<file path="src/rtl/uart_cmd_parser_if.sv">
// Byte stream from the UART receiver and the command request/error outputs of the parser.
// master = the parser, slave = the UART/downstream side.
interface uart_cmd_parser_if;
  logic        uart_done;
  logic [7:0]  uart_data;
  logic        req_valid;
  logic        req_ready;
  logic        req_write;
  logic [31:0] req_addr;
  logic [31:0] req_wdata;
  logic        err_opcode;
  logic        err_overrun;
  logic        err_timeout;

  modport master (
    input  uart_done, uart_data, req_ready,
    output req_valid, req_write, req_addr, req_wdata,
    output err_opcode, err_overrun, err_timeout
  );

  modport slave (
    output uart_done, uart_data, req_ready,
    input  req_valid, req_write, req_addr, req_wdata,
    input  err_opcode, err_overrun, err_timeout
  );
endinterface

</file>
<file path="src/rtl/uart_cmd_parser.sv">
// Turns a UART byte stream ('W'/'R' + 4 addr bytes [+ 4 data bytes]) into 32-bit requests.
// Define UART_CMD_TIMEOUT_EN to abandon partial frames after TIMEOUT_CYCLES idle cycles.
module uart_cmd_parser #(
  parameter int unsigned TIMEOUT_CYCLES = 65536
) (
  input  logic              clk,
  input  logic              rst_n,
  uart_cmd_parser_if.master bus
);
  // state | meaning
  // IDLE  | waiting for an opcode byte
  // ADDR  | collecting 4 address bytes, MSB first
  // DATA  | collecting 4 write-data bytes, MSB first
  // ISSUE | request presented, waiting for req_ready
  typedef enum logic [1:0] {
    IDLE  = 2'd0,
    ADDR  = 2'd1,
    DATA  = 2'd2,
    ISSUE = 2'd3
  } state_t;

  localparam logic [7:0] OP_WRITE = 8'h57;
  localparam logic [7:0] OP_READ  = 8'h52;

  if (TIMEOUT_CYCLES == 0) begin : g_timeout_range
    $error("uart_cmd_parser: TIMEOUT_CYCLES must be non-zero");
  end

  state_t      state_q, state_d;
  logic [1:0]  idx_q;
  logic        done_q;
  logic        write_q;
  logic [31:0] addr_q;
  logic [31:0] wdata_q;
  logic        req_valid_q;
  logic        err_opcode_q;
  logic        err_overrun_q;

  logic strobe;
  logic is_op;
  logic last_byte;
  logic handshake;
  logic timeout_hit;

  logic latch_op;
  logic shift_addr;
  logic shift_data;
  logic clear_frame;
  logic err_opcode_d;
  logic err_overrun_d;

  assign strobe    = bus.uart_done & ~done_q;
  assign is_op     = (bus.uart_data == OP_WRITE) || (bus.uart_data == OP_READ);
  assign last_byte = (idx_q == 2'd3);
  assign handshake = req_valid_q & bus.req_ready;

  always_ff @(posedge clk or negedge rst_n) begin
    if (!rst_n) begin
      state_q <= IDLE;
      done_q  <= 1'b0;
    end else begin
      state_q <= state_d;
      done_q  <= bus.uart_done;
    end
  end

  always_comb begin
    state_d = state_q;
    case (state_q)
      IDLE: begin
        if (strobe && is_op) state_d = ADDR;
      end
      ADDR: begin
        if (timeout_hit) state_d = IDLE;
        else if (strobe && last_byte) state_d = write_q ? DATA : ISSUE;
      end
      DATA: begin
        if (timeout_hit) state_d = IDLE;
        else if (strobe && last_byte) state_d = ISSUE;
      end
      ISSUE: begin
        if (handshake) state_d = IDLE;
      end
      default: state_d = IDLE;
    endcase
  end

  // A strobe in ISSUE, including the handshake cycle, is dropped rather than parsed.
  always_comb begin
    latch_op      = 1'b0;
    shift_addr    = 1'b0;
    shift_data    = 1'b0;
    clear_frame   = 1'b0;
    err_opcode_d  = 1'b0;
    err_overrun_d = 1'b0;
    case (state_q)
      IDLE: begin
        if (strobe) begin
          if (is_op) latch_op = 1'b1;
          else       err_opcode_d = 1'b1;
        end
      end
      ADDR: begin
        if (timeout_hit) clear_frame = 1'b1;
        else if (strobe) shift_addr = 1'b1;
      end
      DATA: begin
        if (timeout_hit) clear_frame = 1'b1;
        else if (strobe) shift_data = 1'b1;
      end
      ISSUE: begin
        if (strobe) err_overrun_d = 1'b1;
      end
      default: begin
      end
    endcase
  end

  always_ff @(posedge clk or negedge rst_n) begin
    if (!rst_n) begin
      idx_q         <= 2'd0;
      write_q       <= 1'b0;
      addr_q        <= 32'd0;
      wdata_q       <= 32'd0;
      req_valid_q   <= 1'b0;
      err_opcode_q  <= 1'b0;
      err_overrun_q <= 1'b0;
    end else begin
      req_valid_q   <= (state_d == ISSUE);
      err_opcode_q  <= err_opcode_d;
      err_overrun_q <= err_overrun_d;
      if (latch_op) begin
        write_q <= (bus.uart_data == OP_WRITE);
        idx_q   <= 2'd0;
        addr_q  <= 32'd0;
        wdata_q <= 32'd0;
      end else if (clear_frame) begin
        idx_q   <= 2'd0;
        addr_q  <= 32'd0;
        wdata_q <= 32'd0;
      end else begin
        if (shift_addr) addr_q  <= {addr_q[23:0], bus.uart_data};
        if (shift_data) wdata_q <= {wdata_q[23:0], bus.uart_data};
        if (shift_addr || shift_data) idx_q <= idx_q + 2'd1;
      end
    end
  end

`ifdef UART_CMD_TIMEOUT_EN
  localparam logic [31:0] TIMEOUT_LAST = 32'(TIMEOUT_CYCLES - 1);

  logic [31:0] to_cnt_q;
  logic        collecting;
  logic        err_timeout_q;

  assign collecting  = (state_q == ADDR) || (state_q == DATA);
  assign timeout_hit = collecting && !strobe && (to_cnt_q == TIMEOUT_LAST);

  always_ff @(posedge clk or negedge rst_n) begin
    if (!rst_n) begin
      to_cnt_q      <= 32'd0;
      err_timeout_q <= 1'b0;
    end else begin
      err_timeout_q <= timeout_hit;
      if (strobe || !collecting || timeout_hit) to_cnt_q <= 32'd0;
      else                                      to_cnt_q <= to_cnt_q + 32'd1;
    end
  end

  assign bus.err_timeout = err_timeout_q;
`else
  assign timeout_hit     = 1'b0;
  assign bus.err_timeout = 1'b0;
`endif

  assign bus.req_valid   = req_valid_q;
  assign bus.req_write   = write_q;
  assign bus.req_addr    = addr_q;
  assign bus.req_wdata   = wdata_q;
  assign bus.err_opcode  = err_opcode_q;
  assign bus.err_overrun = err_overrun_q;

endmodule

</file>
<file path="src/flat_wrapper.sv">
// flat-port wrapper written by rule: the top's interface ports become plain ports
module uart_cmd_parser_flat 
#(
  parameter int unsigned TIMEOUT_CYCLES = 65536
)
  (clk, rst_n, bus_uart_done, bus_uart_data, bus_req_ready, bus_req_valid, bus_req_write, bus_req_addr, bus_req_wdata, bus_err_opcode, bus_err_overrun, bus_err_timeout);
  uart_cmd_parser_if bus_i ();
  input  logic clk;
  input  logic rst_n;
  input wire logic [$bits(bus_i.uart_done)-1:0] bus_uart_done;
  input wire logic [$bits(bus_i.uart_data)-1:0] bus_uart_data;
  input wire logic [$bits(bus_i.req_ready)-1:0] bus_req_ready;
  output wire logic [$bits(bus_i.req_valid)-1:0] bus_req_valid;
  output wire logic [$bits(bus_i.req_write)-1:0] bus_req_write;
  output wire logic [$bits(bus_i.req_addr)-1:0] bus_req_addr;
  output wire logic [$bits(bus_i.req_wdata)-1:0] bus_req_wdata;
  output wire logic [$bits(bus_i.err_opcode)-1:0] bus_err_opcode;
  output wire logic [$bits(bus_i.err_overrun)-1:0] bus_err_overrun;
  output wire logic [$bits(bus_i.err_timeout)-1:0] bus_err_timeout;
  assign bus_i.uart_done = bus_uart_done;
  assign bus_i.uart_data = bus_uart_data;
  assign bus_i.req_ready = bus_req_ready;
  assign bus_req_valid = bus_i.req_valid;
  assign bus_req_write = bus_i.req_write;
  assign bus_req_addr = bus_i.req_addr;
  assign bus_req_wdata = bus_i.req_wdata;
  assign bus_err_opcode = bus_i.err_opcode;
  assign bus_err_overrun = bus_i.err_overrun;
  assign bus_err_timeout = bus_i.err_timeout;
  uart_cmd_parser #(.TIMEOUT_CYCLES(TIMEOUT_CYCLES)) u_core (.clk(clk), .rst_n(rst_n), .bus(bus_i));
endmodule
</file>
<file path="config.mk">
export PLATFORM = sky130hd
export DESIGN_NAME = uart_cmd_parser_flat
export DESIGN_NICKNAME = d
export VERILOG_FILES = /design/src/rtl/uart_cmd_parser_if.sv /design/src/rtl/uart_cmd_parser.sv /design/src/flat_wrapper.sv
export SDC_FILE = /design/constraint.sdc
export NUM_CORES = 1
export LEC_CHECK = 0
export BUFFER_PORTS_ARGS = -buffer_cell sky130_fd_sc_hd__buf_2
export CAP_MARGIN = 15
export CORE_ASPECT_RATIO = 1.5
export CORE_UTILIZATION = 45
export CTS_CLUSTER_DIAMETER = 60
export CTS_CLUSTER_SIZE = 14
export DETAILED_ROUTE_END_ITERATION = 10
export GPL_ROUTABILITY_DRIVEN = 1
export GPL_TIMING_DRIVEN = 0
export PLACE_DENSITY = 0.71
export SLEW_MARGIN = 10
export SYNTH_ARGS = -nofsm -noshare
export SYNTH_HDL_FRONTEND = slang
export SYNTH_SLANG_ARGS = --single-unit
</file>
<file path="constraint.sdc">
create_clock -name clk -period 4.5 [get_ports clk]
set_clock_uncertainty 0.2 [all_clocks]
set_input_delay 0.675 -clock clk [delete_from_list [all_inputs] [get_ports clk]]
set_output_delay 0.675 -clock clk [all_outputs]
set_load 0.03 [all_outputs]
</file>
# Yosys cells after proc, flatten, opt, wreduce, memory -nomap -nowiden
# Index checks and enable logic that the tools add are counted.
[totals] latch_bits=0 in_bits=12 word_cells=50 reg_bits=73 ramBits=0 mem_bits_ro=0 n_memories=0 out_inout_bits=69
[op_classes] n_mul=0 eq_ne=7 n_bitwise=3 n_mux=22 reduce_logical=8 n_addsub=1 div_mod_pow=0 shift=0 magnitude_cmp=0
[op_table] cell="32-bit two-way mux" count=4
[op_table] cell="8-bit by 7-bit equality test with 1-bit output (second input constant)" count=2
[op_table] cell="2-bit two-way mux" count=6
[op_table] cell="1-bit two-way mux" count=11
[op_table] cell="2-bit equality test (second input constant)" count=4
[op_table] cell="2-bit one-hot mux with 4 select lines" count=1
[op_table] cell="2-bit nonzero test" count=3
[op_table] cell="2-bit by 1-bit adder with 2-bit output (second input constant)" count=1
[op_table] cell="1-bit bitwise AND" count=2
[op_table] cell="2-bit by 1-bit equality test with 1-bit output (second input constant)" count=1
[op_table] cell="1-bit logical AND" count=2
[op_table] cell="2-bit zero test" count=1
[op_table] cell="1-bit logical OR" count=2
[op_table] cell="1-bit NOT" count=1

# Longest topological paths before layout
[logic_depth] depth_word=7 mapped_depth=6 ltp_nobuf=4

# Least setup slack after synthesis
# OpenSTA, ideal clock, no wires.
[synth_path] path_kind="input to register" startpoint="in bus_uart_done" endpoint="reg u_core.addr_q[10] (netlist: u_core.bus.req_addr[10])" cell_stages=5 arrival_time_ps=1800 setup_time_ps=121 required_ps=4179 n_path_buf=2 path_slack_ps=2380 path_cell_list="or4b_4 > nor4_4 > buf_4 > buf_4 > a21oi_1"
[synth_via] elab_chain_cells=4 elab_cells_between_ends=7 cone_classes="5 x mux; 1 x bitwise; 1 x reduce/logical"
[synth_rtl] element="start: declaration" line="flat_wrapper.sv:10" text="input wire logic [$bits(bus_i.uart_done)-1:0] bus_uart_done;"
[synth_rtl] element="1-bit bitwise AND *" line="uart_cmd_parser.sv:52" text="assign strobe = bus.uart_done & ~done_q;"
[synth_rtl] element="1-bit two-way mux (on tied branches)" line="uart_cmd_parser.sv:98, uart_cmd_parser.sv:105"
[synth_rtl] element="1-bit two-way mux" line="uart_cmd_parser.sv:96" text="case (state_q)"
[synth_rtl] element="32-bit two-way mux / 2-bit nonzero test (equally long branches)"
[synth_rtl] element="end signal: assignment" line="uart_cmd_parser.sv:142" text="if (shift_addr) addr_q <= {addr_q[23:0], bus.uart_data};"
[synth_rtl] element="end: declaration" line="uart_cmd_parser.sv:33" text="logic [31:0] addr_q;"
# Every way passes the cells marked *; elsewhere a longest branch is shown, timed or not.
# A chain may end at the register's enable or synchronous reset.

# Worst setup path in the final report
[layout_path] startpoint="reg u_core.state_q[0]" endpoint="reg u_core.addr_q[17] (netlist: u_core.bus.req_addr[17])"
[layout_via] elab_chain_cells=3 elab_cells_between_ends=6 cone_classes="1 x eq/ne; 3 x mux; 2 x reduce/logical"
[layout_rtl] element="start: declaration" line="uart_cmd_parser.sv:29" text="state_t state_q, state_d;"
[layout_rtl] element="start signal: assignment" line="uart_cmd_parser.sv:62" text="state_q <= state_d;"
[layout_rtl] element="2-bit by 1-bit equality test with 1-bit output / 2-bit zero test (equally long branches)" line="uart_cmd_parser.sv:96"
[layout_rtl] element="1-bit two-way mux" line="uart_cmd_parser.sv:96"
[layout_rtl] element="2-bit nonzero test (no source line) / 32-bit two-way mux (equally long branches)"
# Several ways; a longest one is shown, not always the timed one.

==> run metrics <==
MaxCap Viol Count=0; vias per inst=roughly 5.0; CP Capture Type=register; I/O pin cnt=~80; DR WL/cell=14.1 um; gr usage total=between 20 and 25%; Period minus WS final=about 2200 ps; Top Family by Delay on Critical Path=simple AND/OR/NAND/NOR gates; sequential cell area fraction in the yosys report=roughly three fifths; syn_nets=338; initial antenna violation count=0; GRT met1 Usage=27.2%; YS warnings=0; Slowest cell on crit path=or4b_4; CP peak stage delay=~570 ps; Least-Margin Pin Slew=507 ps; # clock sinks=between 70 and 80; critical-path cell list=buf_6, or4b_4, nor4_4, buf_4, buf_4, a21oi_1; clk_lat worst skew=~340 ps; first-pass GRT wire length=roughly 11,000 um; final instance area=around 3700 sq um; ys flop type=dfrtp_1; DRC Markers=0; Root Buffer=clkbuf_8; chip height=102 um; maximum vdd drop=0.000387 V; GR Util met2=about a third; Num CTS Buffers=9; core footprint=about 6500 sq um; Post-synth EDFFs=0; worst hold path type=input pin to asynchronous set/reset pin; vias in the first global route=between 2,000 and 2,500; Worst Path Buf+Inv=3; RSZ-0062 raised after global routing=false; Final Max Slew Viols=0; WP data required=between 4000 and 5000 ps; Most common cell on crit path=buf_4; routed via count=2,500; crit start category=register; number of synthesized register bits=73; CTS clock-pin slew for the worst setup and hold paths=70 ps; drt pass-1 iters=4; Post-DP Area=roughly 3500 sq um; largest net degree at the start of global routing=38; Setup TNS Final=0 ps; Final HPWL DP=a little over 5000 um; Tcrit/Tclk final=between 40% and 50%; total routed wirelength=around 7000 um; Final nets=about 430; synth unique cells=32; DIE AREA=7060 sq um; Cells after Synth=~330; Worst EP arrival=2180 ps; H-tree Lvls=3; post-route antenna net violation count=0; First DRT Iteration DRCs=a little over 100; worst hold margin=around 91 ps; initial cell density of the core=a little under half; total gr overflow=0; Cell Pwr Density=396 nW/um^2; total power=between 1000 and 1500 uW; share of cells above drive strength 1=between 20% and 30%; Bufs on Longest Clock Path=2; routability cong.=0.783; synth-to-layout area growth=23.4%; leakage power figure=approximately 0.0019 uW; Post-CTS Resized=0; mean area per synthesized cell=around 9.3 sq um; outcome=finished clean; PortBufs=79; # rows=36; Post-CTS Setup Bufs=0; antenna cell count=0; crit path kind=register to register; met3 Use GR=between 5 and 6%; synthesized cell area=just over 3000 sq um; crit path max fanout=10; Synth async-reset ratio=100%; Die Span X=between 60 and 70 um; relative slew slack=about 66%; final setup vio count=0; Fin. Hold Viols=0; CTS hold repair buffers=0; Max Freq=between 400 and 500 MHz; Top Usage Layer GRT=met2; CTS tree=yes
cell families (layout without fill, tap and decap cells):
logic type	after synthesis	in the layout	synth area share (%)
flip-flops	73	73	60.4
other	1	1	0.124
XOR/XNOR	1	1	0.290
buffers and inverters	25	120	4.18
adder cells (fa/ha/maj)	1	1	0.413
AND/OR/NAND/NOR	151	151	21.9
AO/OA/AOI/OAI	73	73	12.7
final timing paths:
check                                           end                    start  cells past startpoint  slack [ps]
min                        u_core.bus.req_wdata[24]                    rst_n                      1          90
max in group asynchronous   u_core.bus.req_wdata[7]                    rst_n                      2        3460
max                         u_core.bus.req_addr[17]        u_core.state_q[0]                      6        2350
max reg2reg                 u_core.bus.req_addr[17]        u_core.state_q[0]                      6        2350
min in group clk            u_core.bus.req_addr[26]  u_core.bus.req_addr[26]                      2         320
min reg2reg                 u_core.bus.req_addr[26]  u_core.bus.req_addr[26]                      2         320
cell usage after synthesis (2+ instances only):
library cell	number	share of area (%)
a21oi_1	49	8.1
and4b_1	2	0.66
buf_4	6	1.5
clkbuf_1	16	2.0
dfrtp_1	73	60
nand2_1	131	16
nand3_1	3	0.50
nor3_1	2	0.33
nor4bb_1	2	0.66
o21ai_0	18	3.0
or4_1	2	0.50
per-layer routing:
layer	part of all wire, %	wire [um]
met5	0	0
met4	1.5	107
met3	4.2	296
met2	51	3560
met1	43	3030
state kept, by name, summed over array words and instances, names as in the netlist:
signal and flops:
u_core.bus.req_valid 1, u_core.bus.req_wdata 32, u_core.idx_q 2, u_core.bus.req_write 1
u_core.state_q 2, u_core.done_q 1, u_core.bus.err_overrun 1, u_core.bus.req_addr 32
u_core.bus.err_opcode 1
stage by stage:
stage | utilization [%] | worst slack [ps] | cells
after detailed placement | 54.6 | 2070 | 481
final | 57.6 | 2350 | 496
after CTS | 57.6 | 2340 | 496
after global placement | 54.2 | 2100 | 480
after floorplan | - | 2380 | 325
after global routing | 57.6 | 2160 | 496
report_power, final:
part           switching [uW]  total [uW]  internal (uW)
Clock                     225         507            282
Combinational             156         224           68.3
Sequential               41.5         746            705
cells in the final DEF, fill, tap and decap left out, drive strengths merged, types with 2 or more instances in the layout:
cell type / n
nand2: 131
o21ai: 18
or4: 2
buf: 88
nor4bb: 2
nand3: 3
and4b: 2
a21boi: 2
dfrtp: 73
clkbuf: 29
clkinv: 2
nor3: 2
a21oi: 49
layout make-up:
class / count / area [sq um]
Multi-Input combinational cell: 227 / 1070
Timing Repair Buffer: 80 / 418
Clock buffer: 12 / 155
Clock inverter: 3 / 40.0
Fill cell: 612 / 2750
Tap cell: 76 / 95.1
Buffer: 25 / 126
Sequential cell: 73 / 1830
Power figures use the tool's default switching activity.
